==> config.mk <==
export PLATFORM = sky130hd
export DESIGN_NAME = fact_accel
export DESIGN_NICKNAME = d
export VERILOG_FILES = /design/src/rtl/fact_accel.sv
export SDC_FILE = /design/constraint.sdc
export NUM_CORES = 1
export LEC_CHECK = 0
export CAP_MARGIN = 10
export CORE_MARGIN = 5
export CORE_UTILIZATION = 30
export DETAILED_ROUTE_END_ITERATION = 8
export GPL_TIMING_DRIVEN = 0
export SLEW_MARGIN = 20
export SYNTH_ARGS = -nofsm -noshare
export SYNTH_HDL_FRONTEND = slang
export SYNTH_SLANG_ARGS = --single-unit
==> constraint.sdc <==
create_clock -name clk -period 10.09 [get_ports clk]
set_input_delay 2.018 -clock clk [delete_from_list [all_inputs] [get_ports clk]]
set_output_delay 2.018 -clock clk [all_outputs]
set_load 0.01 [all_outputs]
==> src/rtl/fact_accel.sv <==
// Memory-mapped factorial accelerator: the core writes n and GO, polls STATUS and reads n! from RESULT.
// The product is built iteratively with one multiply per clock.
module fact_accel #(
    parameter int DATA_W = 32,
    parameter int N_W    = 4,
    parameter int N_MAX  = 12
) (
    input  logic              clk,
    input  logic              reset,
    input  logic              we,
    input  logic [1:0]        a,
    input  logic [DATA_W-1:0] wd,
    output logic [DATA_W-1:0] rd,
    output logic              done
);

    localparam logic [1:0] ST_IDLE  = 2'd0;
    localparam logic [1:0] ST_CHECK = 2'd1;
    localparam logic [1:0] ST_MULT  = 2'd2;

    localparam logic [1:0] OFF_N      = 2'd0;
    localparam logic [1:0] OFF_GO     = 2'd1;
    localparam logic [1:0] OFF_STATUS = 2'd2;
    localparam logic [1:0] OFF_RESULT = 2'd3;

    localparam logic [N_W-1:0]    N_LIMIT  = N_W'(N_MAX);
    localparam logic [N_W-1:0]    CNT_ONE  = N_W'(1);
    localparam logic [DATA_W-1:0] PROD_ONE = DATA_W'(1);

    logic [1:0]        state_q,  state_d;
    logic [N_W-1:0]    n_q,      n_d;
    logic [N_W-1:0]    cnt_q,    cnt_d;
    logic [DATA_W-1:0] prod_q,   prod_d;
    logic [DATA_W-1:0] result_q, result_d;
    logic              done_q,   done_d;
    logic              err_q,    err_d;

    logic busy;
    logic wr_n;
    logic go;
    logic wd_unused;

    assign busy = (state_q != ST_IDLE);

    // Writes to N and GO are honoured only while idle; STATUS and RESULT are read-only.
    assign wr_n = we && (a == OFF_N)  && !busy;
    assign go   = we && (a == OFF_GO) && wd[0] && !busy;

    assign wd_unused = ^wd[DATA_W-1:N_W];

    // NOTE: every next-state signal takes its current value first, so no path through this block can infer a latch.
    always_comb begin
        state_d  = state_q;
        n_d      = n_q;
        cnt_d    = cnt_q;
        prod_d   = prod_q;
        result_d = result_q;
        done_d   = done_q;
        err_d    = err_q;

        case (state_q)
            ST_IDLE: begin
                if (wr_n) begin
                    n_d = wd[N_W-1:0];
                end
                if (go) begin
                    done_d  = 1'b0;
                    err_d   = 1'b0;
                    state_d = ST_CHECK;
                end
            end

            ST_CHECK: begin
                if (n_q > N_LIMIT) begin
                    err_d    = 1'b1;
                    done_d   = 1'b1;
                    result_d = '0;
                    state_d  = ST_IDLE;
                end else begin
                    prod_d  = PROD_ONE;
                    cnt_d   = n_q;
                    state_d = ST_MULT;
                end
            end

            ST_MULT: begin
                // cnt stops at 1 (or stays at 0 for n=0); the product is already final there.
                if (cnt_q <= CNT_ONE) begin
                    result_d = prod_q;
                    done_d   = 1'b1;
                    state_d  = ST_IDLE;
                end else begin
                    prod_d = prod_q * DATA_W'(cnt_q);
                    cnt_d  = cnt_q - CNT_ONE;
                end
            end

            default: begin
                state_d = ST_IDLE;
            end
        endcase
    end

    // NOTE: state updates use non-blocking assignments so every register samples pre-edge values.
    always_ff @(posedge clk or negedge reset) begin
        if (!reset) begin
            state_q  <= ST_IDLE;
            n_q      <= '0;
            cnt_q    <= '0;
            prod_q   <= '0;
            result_q <= '0;
            done_q   <= 1'b0;
            err_q    <= 1'b0;
        end else begin
            state_q  <= state_d;
            n_q      <= n_d;
            cnt_q    <= cnt_d;
            prod_q   <= prod_d;
            result_q <= result_d;
            done_q   <= done_d;
            err_q    <= err_d;
        end
    end

    always_comb begin
        rd = '0;
        case (a)
            OFF_N:      rd = DATA_W'(n_q);
            OFF_GO:     rd = '0;
            OFF_STATUS: rd = {{(DATA_W-3){1'b0}}, busy, err_q, done_q};
            OFF_RESULT: rd = result_q;
            default:    rd = '0;
        endcase
    end

    assign done = done_q;

endmodule

==> key figures, run 1 <==
Status
  • Outcome: complete, no violations

Floorplan
  • Core box area: about 24000 µm²
  • Die width: roughly 170 µm
  • Die area: about 27000 µm²
  • Chip height: between 150 and 200 µm
  • Starting Density: between 30% and 40%
  • Num rows: 56
  • IO Pins: 70

Critical path
  • CP most frequent cell: clkdlybuf4s50_1
  • Crit path to: rd[21]
  • RR Startpoint: cnt_q[2]
  • Crit Path Class: input pin to output port
  • Crit Path Max Fanout: 10
  • Startpoint types: input pin
  • Critical Path Sink Type: output port
  • Delay of the slowest cell on the worst path: 0.61 ns
  • Required @ worst endpoint: just over 8 ns
  • WP depth: 4
  • Family with the most delay on the worst path: buffers and inverters
  • Crit path cell chain: clkdlybuf4s50_1 -> clkbuf_1 -> and3_1 -> clkdlybuf4s50_1
  • Critical Path AT: a little under 4 ns
  • R2r setup slk: 5.29 ns
  • WP buf/inv: 3
  • FF-to-FF path depth: 14
  • Slowest CP cell: clkdlybuf4s50_1
  • Reg2Reg Capture Point: prod_q[30]
  • Setup crit start: a[1]

Timing
  • Setup tns final: 0 ns
  • Max frequency: 0.169 GHz
  • Final min period: between 5 and 6 ns
  • RSZ-0062 raised after global routing: false
  • Clk_skew: 0.0103 ns
  • Final hold vios: 0
  • Worst-Margin Slew: 0.676 ns
  • Period utilization: around three fifths
  • Slew Limit Headroom: 54.9%
  • Setup violations, final: 0
  • Max-slew violation total from the final report: 0

Place
  • Placed insts: between 1000 and 1500
  • GP Congestion: roughly 0.84
  • DP HPWL: about 15 mm
  • # port buffers: 40

Cells and area
  • Non-Filler Instances: between 1000 and 1500
  • Antenna cells: 0
  • Layout Utilization: between 30% and 40%
  • Layout cell share with drive strength beyond 1: 4.40%
  • Nets@finish: approximately 1100
  • Area delta synth->final: 15.4%

Job
  • Max-Cap Viols: 0

Logic synthesis
  • Ys flop type: dfrtp_1
  • Cells after synthesis: 874
  • Count leader, synth: nand2_1
  • Number of synthesized register bits: 76
  • Post-synth top area share: a little over a quarter
  • Mapped Area: ~7200 µm²
  • Synth unique cells: 57
  • Syn Nets: 1005
  • Yosys top cell by area: dfrtp_1
  • Post-synth EDFFs: 0
  • Synth area leaders: dfrtp_1, fa_1, nand2_1
  • Top cells by instance count after synthesis: nand2_1, inv_1, and2_1
  • Sequential share of the synthesized area: 26.3%
  • Count of warnings emitted by yosys: 0
  • Ys async rst share: 100%
  • Syn_area_per_cell: between 8 and 9 µm²

Clocking
  • Hold-fix buffers, CTS: 0
  • Cts repair resizes: 0
  • # clock sinks: 76
  • Clock Path Buffers: 2
  • Postcts setup bufs: 0
  • CTS tree: done
  • Clk_lat worst skew: 0.35 ns
  • Total CTS buffers: 9
  • Clock slew at reported path FFs: ~0.060 ns
  • # H-tree levels: 3
  • CTS root buf: clkbuf_16

Pwr
  • PD cells: 129 nW/µm²
  • Peak VDD IR: 0.0000795 V
  • Leak pwr: 4.02 nW

Routing
  • Number of remaining DRC errors: 0
  • Post-route ant nets: 0
  • Via density: around 4.7
  • DR vias: approximately 6000
  • WL/cell: between 15 and 20 µm
  • DR pass1 iterations: 4
  • DRT iter0 DRCs: about 300
  • DRT Wirelength: 18.8 mm

Global routing
  • First-pass GRT wire length: around 31 mm
  • Overflow after GRT: 0
  • Vias in the first global route: between 5000 and 6000
  • All-Layer GR Usage: 14.2%
  • Initial antenna violation count: 0
  • Largest net degree at the start of global routing: 52

Worst hold path
  • Hold WC Path Type: register to register
-- cells in the final DEF, fill, tap and decap left out, types with 7 or more instances in the layout --
master,instances
xnor2_1,17
nor3_1,7
and3_1,34
clkbuf_1,43
nand3_1,15
a21oi_1,31
nor2_1,17
clkdlybuf4s50_1,39
a22o_1,7
dfrtp_1,76
a21o_1,17
xor2_1,15
clkbuf_16,9
nand2_1,156
inv_1,118
and2_1,88
mux2_2,7
fa_1,57
ha_1,37
o21ai_0,68
-- cell families after synthesis --
| group | count (synthesis) | share of synthesized area (%) |
|---|---|---|
| and+or+nand+nor | 336 | 23.1 |
| DFF | 76 | 26.3 |
| AOI/OAI and AO/OA | 164 | 14.6 |
| buffers and inverters | 163 | 8.53 |
| muxes | 9 | 1.37 |
| xor gates and xnor gates | 32 | 3.88 |
| adders and majority gates | 94 | 22.2 |
-- cell type report --
class | instances | area [µm²]
clock inverter | 3 | 20.0
fill | 2459 | 15300
buffer | 45 | 174
tap | 319 | 399
sequential | 76 | 1900
clock buffer | 13 | 270
inverter | 118 | 443
timing repair buffer | 41 | 425
multi-input combinational | 635 | 4710
-- worst reg2reg max path, stage by stage, from the launching register on --
cell	delay (ns)
dfrtp_1	0.49
clkbuf_1	0.48
nand2_1	0.15
fa_1	0.53
fa_1	0.54
inv_1	0.07
fa_1	0.47
a21o_1	0.20
a31oi_1	0.35
o211ai_1	0.19
o2111a_1	0.32
a22o_1	0.27
a221oi_2	0.32
xnor2_1	0.12
a22o_1	0.20
-- per-layer routing --
metal  vias to the layer above  global-route usage [%]  wire length [µm]
met5                         -                       0                 0
met4                         0                    4.46               338
met3                        25                    1.54               633
met2                       100                    23.9              8810
met1                      2840                    19.3              9040
li1                       2926                       -                 -
-- stage by stage --
stage | hold WS (ns) | total power, mW | cell area, µm² | setup WS [ns]
global placement | 0.444 | 0.760 | 8030 | 4.13
finish | 0.458 | 1.07 | 8340 | 4.17
global route | 0.477 | 1.14 | 8340 | 4.04
floorplan | 0.432 | 0.610 | 7230 | 5.28
detailed placement | 0.451 | 0.761 | 8050 | 4.15
CTS | 0.464 | 1.08 | 8340 | 4.13
-- sequential cells by signal, indices dropped and copies added, names as in the netlist --
name      cells
result_q     32
done          1
state_q       2
err_q         1
n_q           4
cnt_q         4
prod_q       32
-- how the worst min path moves through the flow --
| stage | startpoint | endpoint | slack (ns) | cells past startpoint |
|---|---|---|---|---|
| floorplan | result_q[28] | result_q[28] | 0.43 | 2 |
| global placement | result_q[28] | result_q[28] | 0.44 | 2 |
| detailed placement | result_q[28] | result_q[28] | 0.45 | 2 |
| CTS | result_q[28] | result_q[28] | 0.46 | 2 |
| global route | result_q[31] | result_q[31] | 0.48 | 2 |
| finish | result_q[28] | result_q[28] | 0.46 | 2 |
-- report_power, final --
group | switching (mW) | internal (mW)
sequential | 0.0413 | 0.335
combinational | 0.267 | 0.112
clock | 0.131 | 0.187
total | 0.440 | 0.634
Power figures use the tool's default switching activity.
==> inputs of run 2 (changes only) <==
clock period = 5.3 ns   (was 10.09 ns; I/O delays follow)
==> results of run 2 <==
Same layout as run 1 (identical final DEF). Status: complete, no violations.
Among the figures that moved: setup slack after placement 4.15 ns -> 0.489 ns; setup slack after layout 4.17 ns -> 0.497 ns; start point of the critical path a[1] -> cnt_q[2]; end point of the critical path rd[21] -> prod_q[30]; register-to-register setup slack 5.29 ns -> 0.50 ns; total power 1.07 mW -> 2.04 mW; worst IR drop on VDD 0.0000795 V -> 0.000151 V
==> patch 1: new RTL, config.mk and constraints of run 2 <==
Take the reset off `result_q` and load it in a clocked block of its own.
--- a/src/rtl/fact_accel.sv
+++ b/src/rtl/fact_accel.sv
@@ -110,3 +110,2 @@
             prod_q   <= '0;
-            result_q <= '0;
             done_q   <= 1'b0;
@@ -118,3 +117,2 @@
             prod_q   <= prod_d;
-            result_q <= result_d;
             done_q   <= done_d;
@@ -122,2 +120,6 @@
         end
+    end
+
+    always_ff @(posedge clk) begin
+        result_q <= result_d;
     end
Function: differs if reset is asserted again (counterexample within 4 cycles, from zero or initial values and one cycle with reset low); with reset held inactive, the same outputs for 10 cycles.
==> patch 1 against run 2 <==
- area after synthesis up 0.48%
- global-route usage up 0.41 points
- critical path depth down 1
- via count down 0.34%
- critical endpoint is now prod_q[28]
- sequential power up 18%
- power up 14%
- highest routed layer unchanged
- routed wire length up 0.69%
- sequential cell count unchanged
- worst setup slack better by 210 ps
- design area up 0.64%
==> patch 1: results (changes against run 2) <==
- HPWL Detailed: 14,700 um (was 14,600 um)
- FF-to-FF End: prod_q[28] (was prod_q[30])
- Met3 WL: 584 um (was 633 um)
- DP Cell Count: 1,197 (was 1,234)
- Least-Margin Pin Slew: 739 ps (was 676 ps)
- Post-synth EDFFs: 32 (was 0)
- Max Used Layer: met4 (unchanged)
- GRT Overall Usage: 14.6% (was 14.2%)
- DP Area: 8070 um2 (was 8050 um2)
- Setup slack at placement: 630 ps (was 489 ps)
- Grt met3 use: 1.86% (was 1.54%)
- Iter 0 DRT Violations: 327 (was 295)
- Worst vdd ir: 192 uV (was 151 uV)
- Fin Clk Skew: 10.9 ps (was 10.3 ps)
- Data arrival time of the critical path: 4820 ps (was 5040 ps)
- Seq group: 0.846 mW (was 0.717 mW)
- R2R depth: 13 (was 14)
- Worst skew pair latency: 340 ps
- Synth cell count leaders: 120 x and2_1, 119 x inv_1, 102 x nand2_1, 57 x fa_1, 44 x dfrtp_1 (was 156 x nand2_1, 118 x inv_1, 88 x and2_1, 76 x dfrtp_1, 68 x o21ai_0)
- Antenna violations before repair: 0 (unchanged)
- Routed via count: 5,871 (was 5,891)
- Switching fraction of total power: 39.1% (was 41.0%)
- Grt met2 use: 25.4% (was 23.9%)
- Min-Delay Path Class: reg -> reg (unchanged)
- Register area share after synthesis: 28.4% (was 26.3%)
- Power per cell area: 276 nW/um2 (was 245 nW/um2)
- DR WL met2: 9440 um (was 8810 um)
- Largest net degree at the start of global routing: 45 (was 52)
- Drt total wl: 18,900 um (was 18,800 um)
- Met1 Wirelength: 8700 um (was 9040 um)
- Root cell of the clock tree: clkbuf_16 (unchanged)
- Yosys warns: 0 (unchanged)
- Cell variety after synth: 55 (was 57)
- Worst path slowest cell: fa_1 (unchanged)
- TritonRoute pass-1 iters: 5 (was 4)
- Outcome: finished, final reports clean (unchanged)
- M1 GR Usage: 19.8% (was 19.3%)
- Syn_area_per_cell: 8.72 um2 (was 8.27 um2)
- Async S/R FF share, synth: 57.9% (was 100%)
- P_clk: 0.682 mW (was 0.605 mW)
- Area contributors post-synth: fa_1 16%, dfrtp_1 15%, edfxtp_1 13%, and2_1 10%, ha_1 6.4% (was dfrtp_1 26%, fa_1 16%, nand2_1 8.1%, and2_1 7.6%, ha_1 6.4%)
- Share of cells above drive strength 1: 3.60% (was 4.40%)
- Nets: 1,015 (was 1,057)
- Post-CTS sizing: 0 (unchanged)
- Net Count, Synth: 964 (was 1,005)
- Flop2flop setup slack: 710 ps (was 500 ps)
- Worst-case hold path end point: state_q[1] (was result_q[28])
- Hold path cells: 2 (unchanged)
- GP Congestion: 0.846 (was 0.840)
- Hold_sp: state_q[1] (was result_q[28])
- Post-CTS Setup Bufs: 0 (unchanged)
- Clock Tree Buf Depth: 2 (unchanged)
- Final period utilization: 86.7% (was 90.6%)
- First-pass GRT wire length: 32,000 um (was 31,000 um)
- Routed length per instance: 15.6 um (was 15.1 um)
- Critical R2R Launch: cnt_q[3] (was cnt_q[2])
- Vias in the first global route: 6,023 (was 5,937)
- Leakage: 3.90 nW (was 4.02 nW)
- Hold Slack: 513 ps (was 458 ps)
## patch 1: cells by family (layout without fill, tap and decap cells)
kind of cell | count (synthesis) | in the layout | share of synthesized area (%)
AOI/OAI and AO/OA | 156 | 156 | 14.1
xor gates and xnor gates | 27 | 27 | 3.26
DFF | 76 | 76 | 28.4
buffers and inverters | 159 | 215 | 8.23
muxes | 10 | 10 | 1.50
adders and majority gates | 94 | 94 | 22.1
and+or+nand+nor | 311 | 311 | 22.4
## patch 1: final cells by class
class,instances,area [um2]
inverters,119,447
clock buffers,11,264
repair buffers,40,398
multi-input cells,598,4600
plain buffers,40,151
clock inverters,5,65.1
fillers,2544,15700
well taps,324,405
flip-flops and latches,76,2060
## patch 1: tightest hold or removal path: cells and delay by family (launching register included)
| kind | cells | cell delay, ps |
|---|---|---|
| AOI/OAI and AO/OA | 1 | 50 |
| and+or+nand+nor | 1 | 50 |
| DFF | 1 | 370 |
==> patch 2: new RTL, flow settings as in run 2 <==
Made on the original files. Change the parameter `N_MAX` from 12 to 11.
--- a/src/rtl/fact_accel.sv
+++ b/src/rtl/fact_accel.sv
@@ -5,3 +5,3 @@
     parameter int N_W    = 4,
-    parameter int N_MAX  = 12
+    parameter int N_MAX  = 11
 ) (
Behaviour: not the same (Yosys sat finds a counterexample within 4 cycles, from zero or initial values and one cycle with reset low).
==> patch 2 against run 2 <==
- design area increased by 0.42%
- via count increased by 2.1%
- routed wire length decreased by 0.32%
- highest routed layer unchanged
- largest cell class unchanged
- sequential cell count unchanged
- power increased by 20%
- sequential share of layout area decreased by 0.095 points
- worst setup slack improved by 8.3 ps
- area after synthesis increased by 0.36%
- global-route usage increased by 0.25 points
==> patch 2: results (changes against run 2) <==
- GP Congestion: 0.820 (was 0.840)
- First-pass GRT wire length: 31,900 um (was 31,000 um)
- Slew HR: 31.3% (was 54.9%)
- Net Count, Synth: 1,017 (was 1,005)
- Fin Clk Skew: 11.9 ps (was 10.3 ps)
- Worst vdd ir: 193 uV (was 151 uV)
- Vias in the first global route: 6,074 (was 5,937)
- Root cell of the clock tree: clkbuf_16 (unchanged)
- Cells after synthesis: 885 (was 874)
- Outcome: finished, final reports clean (unchanged)
- Data arrival time of the critical path: 5010 ps (was 5040 ps)
- HPWL Detailed: 14,900 um (was 14,600 um)
- Sw Pwr: 1.12 mW (was 0.837 mW)
- Area contributors post-synth: dfrtp_1 26%, fa_1 16%, nand2_1 8.0%, and2_1 7.8%, ha_1 6.6% (was dfrtp_1 26%, fa_1 16%, nand2_1 8.1%, and2_1 7.6%, ha_1 6.4%)
- Iter 0 DRT Violations: 211 (was 295)
- GRT Overall Usage: 14.5% (was 14.2%)
- Routed length per instance: 14.8 um (was 15.1 um)
- Leakage: 4.09 nW (was 4.02 nW)
- DR WL met2: 8380 um (was 8810 um)
- Met3 WL: 854 um (was 633 um)
- Register area share after synthesis: 26.2% (was 26.3%)
- Cell variety after synth: 52 (was 57)
- Share of cells above drive strength 1: 3.61% (was 4.40%)
- Filler Cell Count: 2,572 (was 2,459)
- R2R depth: 15 (was 14)
- Synth cell count leaders: 154 x nand2_1, 114 x inv_1, 90 x and2_1, 76 x dfrtp_1, 68 x o21ai_0 (was 156 x nand2_1, 118 x inv_1, 88 x and2_1, 76 x dfrtp_1, 68 x o21ai_0)
- Nets: 1,069 (was 1,057)
- Met1 Wirelength: 8930 um (was 9040 um)
- Routed via count: 6,016 (was 5,891)
[patch 2: cell families (layout without fill, tap and decap cells)]
logic type	Yosys count	in the layout	synth area share (%)
XOR/XNOR	25	25	3.02
adder cells (fa/ha/maj)	95	95	22.3
buffers and inverters	165	222	8.66
AO/OA/AOI/OAI	177	177	15.2
AND/OR/NAND/NOR	338	338	23.3
multiplexers	9	9	1.36
flip-flops	76	76	26.2
[patch 2: path summary, 6_finish.rpt]
kind	from	to	slack [ps]
min reg2reg	result_q[17]	result_q[17]	470
min	result_q[17]	result_q[17]	470
max reg2reg	cnt_q[3]	prod_q[22]	500
min in group asynchronous	reset	prod_q[11]	620
max	cnt_q[3]	prod_q[22]	500
max in group asynchronous	reset	cnt_q[0]	4080
[patch 2: layer usage]
metal / up-vias / GRT usage [%]
met3: 35 / 1.44
met2: 130 / 22.8
met1: 2857 / 20.3
li1: 2994 / -
met4: 0 / 6.34
met5: - / 0
[patch 2: power groups by stage]
| stage | sequential, mW | clock, mW | combinational [mW] |
|---|---|---|---|
| after CTS | 0.750 | 0.645 | 1.09 |
| after detailed placement | 0.761 | 0 | 1.09 |
| final | 0.749 | 0.630 | 1.08 |
| after global routing | 0.762 | 0.670 | 1.22 |
| after floorplan | 0.721 | 0 | 0.720 |
| after global placement | 0.760 | 0 | 1.07 |
[patch 2: worst max-delay path, stage by stage, from the launching register on]
cell and delay (ps):
dfrtp_1 410, clkbuf_1 280, clkbuf_1 310, and2_1 220
fa_1 550, inv_1 60, fa_1 540, inv_1 50
ha_1 390, and2_1 250, a221o_1 380, a2111oi_2 350
a21oi_2 170, a31oi_1 410, xor2_1 210, o21ai_1 70
[patch 2: cell type report]
| cell class | count | area [um2] | area share, % |
|---|---|---|---|
| Tap cell | 324 | 405 | 4.84 |
| Clock buffer | 10 | 229 | 2.73 |
| Timing Repair Buffer | 41 | 425 | 5.08 |
| Inverter | 114 | 428 | 5.11 |
| Clock inverter | 6 | 63.8 | 0.762 |
| Buffer | 51 | 200 | 2.39 |
| Multi-Input combinational cell | 644 | 4720 | 56.4 |
| Sequential cell | 76 | 1900 | 22.7 |
[patch 2: through the flow]
stage          instances  util (%)  area (um2)  hold WS [ps]  worst slack (ps)
6_report            1266      34.9        8380           473               505
2_1_floorplan        885         -        7250           443              1390
3_5_place_dp        1250      33.6        8090           466               531
4_1_cts             1266      34.9        8380           479               524
5_1_grt             1266      34.9        8380           492               155
3_3_place_gp        1249      33.5        8060           460               135
